$ cat config.mk
export PLATFORM = sky130hd
export DESIGN_NAME = apb_gpio_slave
export DESIGN_NICKNAME = d
export VERILOG_FILES = /design/src/rtl/apb_gpio_pkg.sv /design/src/rtl/gpio_sync_edge.sv /design/src/rtl/apb_gpio_slave.sv
export SDC_FILE = /design/constraint.sdc
export NUM_CORES = 1
export LEC_CHECK = 0
export CORE_MARGIN = 10
export CORE_UTILIZATION = 65
export DETAILED_ROUTE_END_ITERATION = 6
export DONT_BUFFER_PORTS = 1
export PLACE_DENSITY = 0.81
export SLEW_MARGIN = 40
export SYNTH_ARGS = -nofsm -noshare
export SYNTH_HDL_FRONTEND = slang
export SYNTH_SLANG_ARGS = --single-unit
$ cat constraint.sdc
create_clock -name PCLK -period 4.2 [get_ports PCLK]
set_input_delay 0.63 -clock PCLK [delete_from_list [all_inputs] [get_ports PCLK]]
set_output_delay 0.63 -clock PCLK [all_outputs]
set_load 0.1 [all_outputs]
$ cat src/rtl/apb_gpio_pkg.sv
`default_nettype none
// ============================================================================
// Module   : apb_gpio_pkg
// Purpose  : Shared definitions for the APB GPIO slave: register offsets,
//            ID value, transfer FSM state encoding and address-decode helpers.
// Ports    : none (package)
// Config   : GPIO_IRQ_EN is consumed by the importing modules, not here.
// Revision : 1.0 - initial release
// ============================================================================
package apb_gpio_pkg;

    // Word-indexed register offsets (PADDR[2:0])
    localparam logic [2:0] OFF_DATA_OUT   = 3'd0;
    localparam logic [2:0] OFF_DIR        = 3'd1;
    localparam logic [2:0] OFF_DATA_IN    = 3'd2;
    localparam logic [2:0] OFF_IRQ_EN     = 3'd3;
    localparam logic [2:0] OFF_IRQ_STATUS = 3'd4;
    localparam logic [2:0] OFF_ID         = 3'd5;

    localparam logic [31:0] GPIO_ID_VALUE = 32'h6710_0001;

    // Wait-state counter width: WAIT_STATES spans 0..15
    localparam int unsigned WAIT_CNT_W = 4;

    // Transfer FSM encoding
    localparam logic [1:0] ST_IDLE = 2'd0;
    localparam logic [1:0] ST_WAIT = 2'd1;
    localparam logic [1:0] ST_DONE = 2'd2;

    // Offset decodes to a register in this build
    function automatic logic off_is_mapped(input logic [2:0] off, input logic has_irq);
        logic r;
        r = (off == OFF_DATA_OUT) || (off == OFF_DIR) || (off == OFF_DATA_IN) ||
            (off == OFF_ID) ||
            (has_irq && ((off == OFF_IRQ_EN) || (off == OFF_IRQ_STATUS)));
        return r;
    endfunction

    // Offset refuses writes
    function automatic logic off_is_read_only(input logic [2:0] off);
        return (off == OFF_DATA_IN) || (off == OFF_ID);
    endfunction

endpackage
`default_nettype wire

$ cat src/rtl/gpio_sync_edge.sv
`default_nettype none
// ============================================================================
// Module   : gpio_sync_edge
// Purpose  : Two-flop synchronizer for asynchronous GPIO pins with an optional
//            per-pin rising-edge detector on the synchronized value.
// Ports    : clk_i   - clock
//            rst_ni  - asynchronous active-low reset
//            async_i - raw pin values
//            sync_o  - synchronized pin values (2-3 clk latency)
//            rise_o  - one-cycle pulse per synchronized 0->1 transition
// Params   : WIDTH   - pin count
//            EDGE_EN - 1 builds the edge detector, 0 ties rise_o to zero
// Revision : 1.0 - initial release
// ============================================================================
module gpio_sync_edge #(
    parameter int WIDTH   = 32,
    parameter bit EDGE_EN = 1'b1
) (
    input  logic             clk_i,
    input  logic             rst_ni,
    input  logic [WIDTH-1:0] async_i,
    output logic [WIDTH-1:0] sync_o,
    output logic [WIDTH-1:0] rise_o
);

    logic [WIDTH-1:0] meta_q;
    logic [WIDTH-1:0] sync_q;

    always_ff @(posedge clk_i or negedge rst_ni) begin
        if (!rst_ni) begin
            meta_q <= '0;
            sync_q <= '0;
        end else begin
            meta_q <= async_i;
            sync_q <= meta_q;
        end
    end

    assign sync_o = sync_q;

    generate
        if (EDGE_EN) begin : g_edge
            logic [WIDTH-1:0] prev_q;

            always_ff @(posedge clk_i or negedge rst_ni) begin
                if (!rst_ni) begin
                    prev_q <= '0;
                end else begin
                    prev_q <= sync_q;
                end
            end

            assign rise_o = sync_q & ~prev_q;
        end else begin : g_no_edge
            assign rise_o = '0;
        end
    endgenerate

endmodule
`default_nettype wire

$ cat src/rtl/apb_gpio_slave.sv
`default_nettype none
// ============================================================================
// Module   : apb_gpio_slave
// Purpose  : APB slave exposing a GPIO block: output data, direction, pin
//            input, and (optionally) edge-triggered interrupts.
// Ports    : PCLK, PRESETn (async, active-low)
//            PSEL, PENABLE, PWRITE, PADDR, PWDATA, PSTRB  - APB request
//            PRDATA, PREADY, PSLVERR                      - APB response
//            GPIO_IN (async pins), GPIO_OUT, GPIO_OE, IRQ
// Config   : define GPIO_IRQ_EN to build IRQ_EN / IRQ_STATUS / IRQ; without
//            it offsets 3 and 4 answer with PSLVERR and IRQ is tied low.
// Revision : 1.0 - initial release
// ============================================================================
module apb_gpio_slave
    import apb_gpio_pkg::*;
#(
    parameter int DATA_WIDTH    = 32,
    parameter int ADDRESS_WIDTH = 4,
    parameter int STRB_WIDTH    = 4,
    parameter int WAIT_STATES   = 1,
    parameter int GPIO_WIDTH    = 32
) (
    input  logic                     PCLK,
    input  logic                     PRESETn,
    input  logic                     PSEL,
    input  logic                     PENABLE,
    input  logic                     PWRITE,
    input  logic [ADDRESS_WIDTH-1:0] PADDR,
    input  logic [DATA_WIDTH-1:0]    PWDATA,
    input  logic [STRB_WIDTH-1:0]    PSTRB,
    output logic [DATA_WIDTH-1:0]    PRDATA,
    output logic                     PREADY,
    output logic                     PSLVERR,
    input  logic [GPIO_WIDTH-1:0]    GPIO_IN,
    output logic [GPIO_WIDTH-1:0]    GPIO_OUT,
    output logic [GPIO_WIDTH-1:0]    GPIO_OE,
    output logic                     IRQ
);

`ifdef GPIO_IRQ_EN
    localparam logic c_has_irq = 1'b1;
`else
    localparam logic c_has_irq = 1'b0;
`endif

    localparam logic [WAIT_CNT_W-1:0] c_wait_init = WAIT_CNT_W'(WAIT_STATES);

    // ------------------------------------------------------------------
    // Transfer FSM
    // ------------------------------------------------------------------
    logic [1:0]            state_q, state_d;
    logic [WAIT_CNT_W-1:0] cnt_q, cnt_d;

    logic       w_setup;
    logic       w_access;
    logic [2:0] w_off;

    assign w_setup  = PSEL & ~PENABLE;
    assign w_access = PSEL & PENABLE;
    assign w_off    = PADDR[2:0];

    always_comb begin
        state_d = state_q;
        cnt_d   = cnt_q;
        case (state_q)
            // DONE behaves like IDLE so a setup phase right after a
            // completed transfer starts the next one without a bubble.
            ST_IDLE, ST_DONE: begin
                if (w_setup) begin
                    state_d = ST_WAIT;
                    cnt_d   = c_wait_init;
                end else begin
                    state_d = ST_IDLE;
                end
            end
            ST_WAIT: begin
                if (!PSEL) begin
                    state_d = ST_IDLE;
                end else if (w_access) begin
                    if (cnt_q != '0) begin
                        cnt_d = cnt_q - WAIT_CNT_W'(1);
                    end else begin
                        state_d = ST_DONE;
                    end
                end
            end
            default: state_d = ST_IDLE;
        endcase
    end

    always_ff @(posedge PCLK or negedge PRESETn) begin
        if (!PRESETn) begin
            state_q <= ST_IDLE;
            cnt_q   <= '0;
        end else begin
            state_q <= state_d;
            cnt_q   <= cnt_d;
        end
    end

    // PSEL gating keeps PREADY low in the cycle a master abandons a transfer.
    assign PREADY = (state_q == ST_WAIT) && (cnt_q == '0) && PSEL;

    // ------------------------------------------------------------------
    // Address decode and response
    // ------------------------------------------------------------------
    logic w_dec_err;
    logic w_wr_en;

    assign w_dec_err = PADDR[3] | ~off_is_mapped(w_off, c_has_irq) |
                       (PWRITE & off_is_read_only(w_off));
    assign PSLVERR   = PREADY & w_dec_err;
    assign w_wr_en   = w_access & PREADY & PWRITE & ~PSLVERR;

    // Byte-strobe expansion, then narrowed to the pin width
    logic [DATA_WIDTH-1:0] w_bmask;
    logic [GPIO_WIDTH-1:0] w_wmask;
    logic [GPIO_WIDTH-1:0] w_wbits;

    generate
        for (genvar b = 0; b < STRB_WIDTH; b++) begin : g_bmask
            assign w_bmask[b*8 +: 8] = {8{PSTRB[b]}};
        end
    endgenerate

    assign w_wmask = w_bmask[GPIO_WIDTH-1:0];
    assign w_wbits = PWDATA[GPIO_WIDTH-1:0] & w_wmask;

    // ------------------------------------------------------------------
    // Pin synchronizer / edge detect
    // ------------------------------------------------------------------
    logic [GPIO_WIDTH-1:0] w_gpio_sync;
    logic [GPIO_WIDTH-1:0] w_gpio_rise;

    gpio_sync_edge #(
        .WIDTH   (GPIO_WIDTH),
        .EDGE_EN (c_has_irq)
    ) u_sync (
        .clk_i   (PCLK),
        .rst_ni  (PRESETn),
        .async_i (GPIO_IN),
        .sync_o  (w_gpio_sync),
        .rise_o  (w_gpio_rise)
    );

    // ------------------------------------------------------------------
    // DATA_OUT / DIR
    // ------------------------------------------------------------------
    logic [GPIO_WIDTH-1:0] data_out_q, data_out_d;
    logic [GPIO_WIDTH-1:0] dir_q, dir_d;

    always_comb begin
        data_out_d = data_out_q;
        dir_d      = dir_q;
        if (w_wr_en) begin
            case (w_off)
                OFF_DATA_OUT: data_out_d = (data_out_q & ~w_wmask) | w_wbits;
                OFF_DIR:      dir_d      = (dir_q & ~w_wmask) | w_wbits;
                default:      ;
            endcase
        end
    end

    always_ff @(posedge PCLK or negedge PRESETn) begin
        if (!PRESETn) begin
            data_out_q <= '0;
            dir_q      <= '0;
        end else begin
            data_out_q <= data_out_d;
            dir_q      <= dir_d;
        end
    end

    assign GPIO_OUT = data_out_q;
    assign GPIO_OE  = dir_q;

    // ------------------------------------------------------------------
    // Interrupts
    // ------------------------------------------------------------------
    logic [DATA_WIDTH-1:0] w_rd_irq_en;
    logic [DATA_WIDTH-1:0] w_rd_irq_status;

`ifdef GPIO_IRQ_EN
    logic [GPIO_WIDTH-1:0] irq_en_q, irq_en_d;
    logic [GPIO_WIDTH-1:0] irq_status_q, irq_status_d;
    logic [GPIO_WIDTH-1:0] w_irq_clr;
    logic                  irq_q;

    always_comb begin
        irq_en_d  = irq_en_q;
        w_irq_clr = '0;
        if (w_wr_en && (w_off == OFF_IRQ_EN)) begin
            irq_en_d = (irq_en_q & ~w_wmask) | w_wbits;
        end
        if (w_wr_en && (w_off == OFF_IRQ_STATUS)) begin
            w_irq_clr = w_wbits;
        end
        // Set is applied after the clear so a coincident edge is never lost.
        irq_status_d = (irq_status_q & ~w_irq_clr) | (w_gpio_rise & irq_en_q);
    end

    always_ff @(posedge PCLK or negedge PRESETn) begin
        if (!PRESETn) begin
            irq_en_q     <= '0;
            irq_status_q <= '0;
            irq_q        <= 1'b0;
        end else begin
            irq_en_q     <= irq_en_d;
            irq_status_q <= irq_status_d;
            irq_q        <= |(irq_status_q & irq_en_q);
        end
    end

    assign IRQ             = irq_q;
    assign w_rd_irq_en     = DATA_WIDTH'(irq_en_q);
    assign w_rd_irq_status = DATA_WIDTH'(irq_status_q);
`else
    logic w_unused_rise;

    assign w_unused_rise   = |w_gpio_rise;
    assign IRQ             = 1'b0;
    assign w_rd_irq_en     = '0;
    assign w_rd_irq_status = '0;
`endif

    // ------------------------------------------------------------------
    // Read data
    // ------------------------------------------------------------------
    logic [DATA_WIDTH-1:0] w_rdata;

    always_comb begin
        w_rdata = '0;
        case (w_off)
            OFF_DATA_OUT:   w_rdata = DATA_WIDTH'(data_out_q);
            OFF_DIR:        w_rdata = DATA_WIDTH'(dir_q);
            OFF_DATA_IN:    w_rdata = DATA_WIDTH'(w_gpio_sync);
            OFF_IRQ_EN:     w_rdata = w_rd_irq_en;
            OFF_IRQ_STATUS: w_rdata = w_rd_irq_status;
            OFF_ID:         w_rdata = DATA_WIDTH'(GPIO_ID_VALUE);
            default:        w_rdata = '0;
        endcase
    end

    assign PRDATA = (PREADY && !PWRITE) ? w_rdata : '0;

endmodule
`default_nettype wire

==> results by group <==
Run status
  – Outcome: finished, final reports clean

STA
  – Clk_skew: 0.009531 ns
  – Setup_tns: 0 ns
  – Max Freq: 0.2633 GHz
  – Final min period: 3.797 ns
  – Fin. max-slew vios: 0
  – Tcrit/Tclk final: 90.41%
  – Worst hold margin: 0.07914 ns
  – Slew @ Worst Pin: 0.8411 ns
  – Final worst setup slack: 0.4026 ns
  – Final Setup Violations: 0
  – Final hold vios: 0
  – Max-slew headroom: 43.72%
  – RSZ-0062 raised after global routing: false

Synthesis
  – Largest area contributor in the netlist: dfrtp_1
  – Post-Synthesis Cells: 413
  – Cell variety after synth: 36
  – Most common flop cell mapped by yosys: dfrtp_1
  – #FFs+latches synth: 134
  – Asr flop ratio synth: 100.0%
  – Top cell type's share of synthesized area: 62.53%
  – Register area share after synthesis: 62.53%
  – Syn Std Cell Area: 5363 um2
  – Syn avg cell area: 12.98 um2
  – Most frequent cell after synthesis: dfrtp_1
  – Ys Warns: 0
  – Top cells by count, synth: dfrtp_1 (134), nor2_1 (59), mux2_2 (57)
  – Post-synth EDFFs: 0
  – Synth top area cells: dfrtp_1 (63%), mux2_2 (12%), mux2i_1 (4.7%)
  – Post-Syn Nets: 491

Worst setup path
  – CP peak stage delay: 0.50 ns
  – Crit path arrival time: 3.17 ns
  – Flop2flop setup slack: 1.56 ns
  – Max stage delay cell, worst path: or3b_1
  – WP buf/inv: 3
  – Crit path required time: 3.57 ns
  – CP delay by family, top: simple AND/OR/NAND/NOR gates
  – Endpoint class of the critical path: output pin
  – Top cell by count, worst path: buf_4
  – Maximum fanout along the worst path: 25
  – Crit path cell chain: inv_1 -> ha_1 -> or3b_1 -> nor4_2 -> buf_4 -> nand2b_2 -> nor2_2 -> buf_4
  – Critical path class: reg -> out
  – Nature of the critical path startpoint: flip-flop

Power and ir drop
  – PD cells: 471.4 nW/um2
  – LEAKAGE: 2.954 nW
  – Switching Fraction: 28.60%
  – Combinational share of power: 6.1%
  – Power Total: 3.027 mW
  – Max IR drop VDD: 303.2 uV
  – Sequential share of power: 49.0%
  – Clock network power share: 44.9%
  – Switching power: 0.8656 mW
  – P_int: 2.161 mW

Run
  – MaxCap Viol Count: 0

Clock tree
  – Post_cts resized: 0
  – CTS tree: yes
  – Hold buffer count at cts: 1
  – Root Buffer: clkbuf_8
  – CTS max path bufs: 2
  – Clock Latency Late Sink: 0.51 ns
  – CTS Buf Count: 17
  – CTS sink count: 134
  – Setup bufs post-CTS: 0
  – CTS clk-pin slew, worst paths: 0.07 ns
  – H-Tree Depth: 4

Layout
  – Nets: 527
  – Fin cells: 570
  – Utilization after layout: 78.94%
  – Fin area: 6421 um2
  – Area growth, synth to finish: 19.74%
  – Layout cells sized above 1: 50.22%

Drt
  – Drt wl/cell: 23.56 um
  – DRT iter0 DRCs: 176
  – Vias post-DR: 3395
  – Wirelength, routed: 13430 um
  – Drt drc: 0
  – Via density: 5.956
  – Antenna-violating nets left: 0
  – Length of the first detailed-routing pass in iterations: 4

Global route
  – Vias in the first global route: 3703
  – First-pass GRT wire length: 21080 um
  – Antenna violations before repair: 4
  – Pin count of the biggest net entering global routing: 135
  – Total GRT Usage: 21.51%
  – Congestion Overflow GR: 0

Floorplan
  – # IOs: 176
  – Row cnt: 33
  – Die area: 12280 um2
  – Core ar.: 8134 um2
  – Initial Util: 65.93%
  – Die X-Extent: 110.8 um
  – Die height: 110.8 um

Place
  – RePlAce Congestion: 0.8451
  – DP HPWL: 9500 um
  – DP Worst Slack: 0.9332 ns
  – Post-Place Cells: 534
  – Number of I/O port buffers: 0
  – Post-placement cell area: 5833 um2

Min path
  – Hold Crit Class: in -> async
## cells by family after synthesis
family | after synthesis | synth area share (%)
other | 1 | 0.06993
buffers and inverters | 24 | 1.913
AO/OA/AOI/OAI | 54 | 5.483
multiplexers | 90 | 18.88
adder cells (fa/ha/maj) | 1 | 0.2333
flip-flops | 134 | 62.53
AND/OR/NAND/NOR | 109 | 10.90
## power by group through the flow
stage	combinational [mW]	sequential, mW	clock, mW
6_report	0.185	1.48	1.36
5_1_grt	0.205	1.49	1.43
4_1_cts	0.186	1.48	1.37
3_5_place_dp	0.158	1.51	0
3_3_place_gp	0.148	1.50	0
2_1_floorplan	0.140	1.50	0
## layout by cell type, fill, tap and decap left out, drive strengths merged, types with 5 or more instances in the layout
cell and instances:
a21oi 32, and3 5, buf 38, clkbuf 17, clkinv 5, dfrtp 134, inv 11, mux2 65
mux2i 25, nand2 6, nand3 12, nor2 63, o21a 5, o21ai 12
## layer usage
metal	wire, um	GRT usage, %
met1	4830	23.19
met2	7085	37.03
met3	1198	8.333
met4	301	8.594
met5	13	0
## worst register-to-register path: stages, from the launching register on
cell,delay (ns)
dfrtp_1,0.43
inv_1,0.08
ha_1,0.19
or3b_1,0.50
or4b_4,0.70
nor2_8,0.27
mux2_4,0.36
## final cells by class
class | instances | area [um2]
Clock buffer | 17 | 414.1
Inverter | 3 | 11.26
Sequential cell | 134 | 3430
Tap cell | 105 | 131.4
Fill cell | 475 | 1713
Multi-Input combinational cell | 255 | 1986
Timing Repair Buffer | 38 | 305.3
Clock inverter | 15 | 136.4
Antenna cell | 3 | 7.507
## worst paths after layout
kind	start	to	cells after the start
max	cnt_q[0]	PRDATA[10]	8
min reg2reg	u_sync.meta_q[18]	u_sync.sync_o[18]	0
max in group asynchronous	PRESETn	async pin	1
max reg2reg	cnt_q[0]	flip-flop	6
min	PRESETn	async pin	1
min in group PCLK	GPIO_IN[30]	u_sync.meta_q[30]	0
No activity file was read; power rests on OpenSTA's default activity.
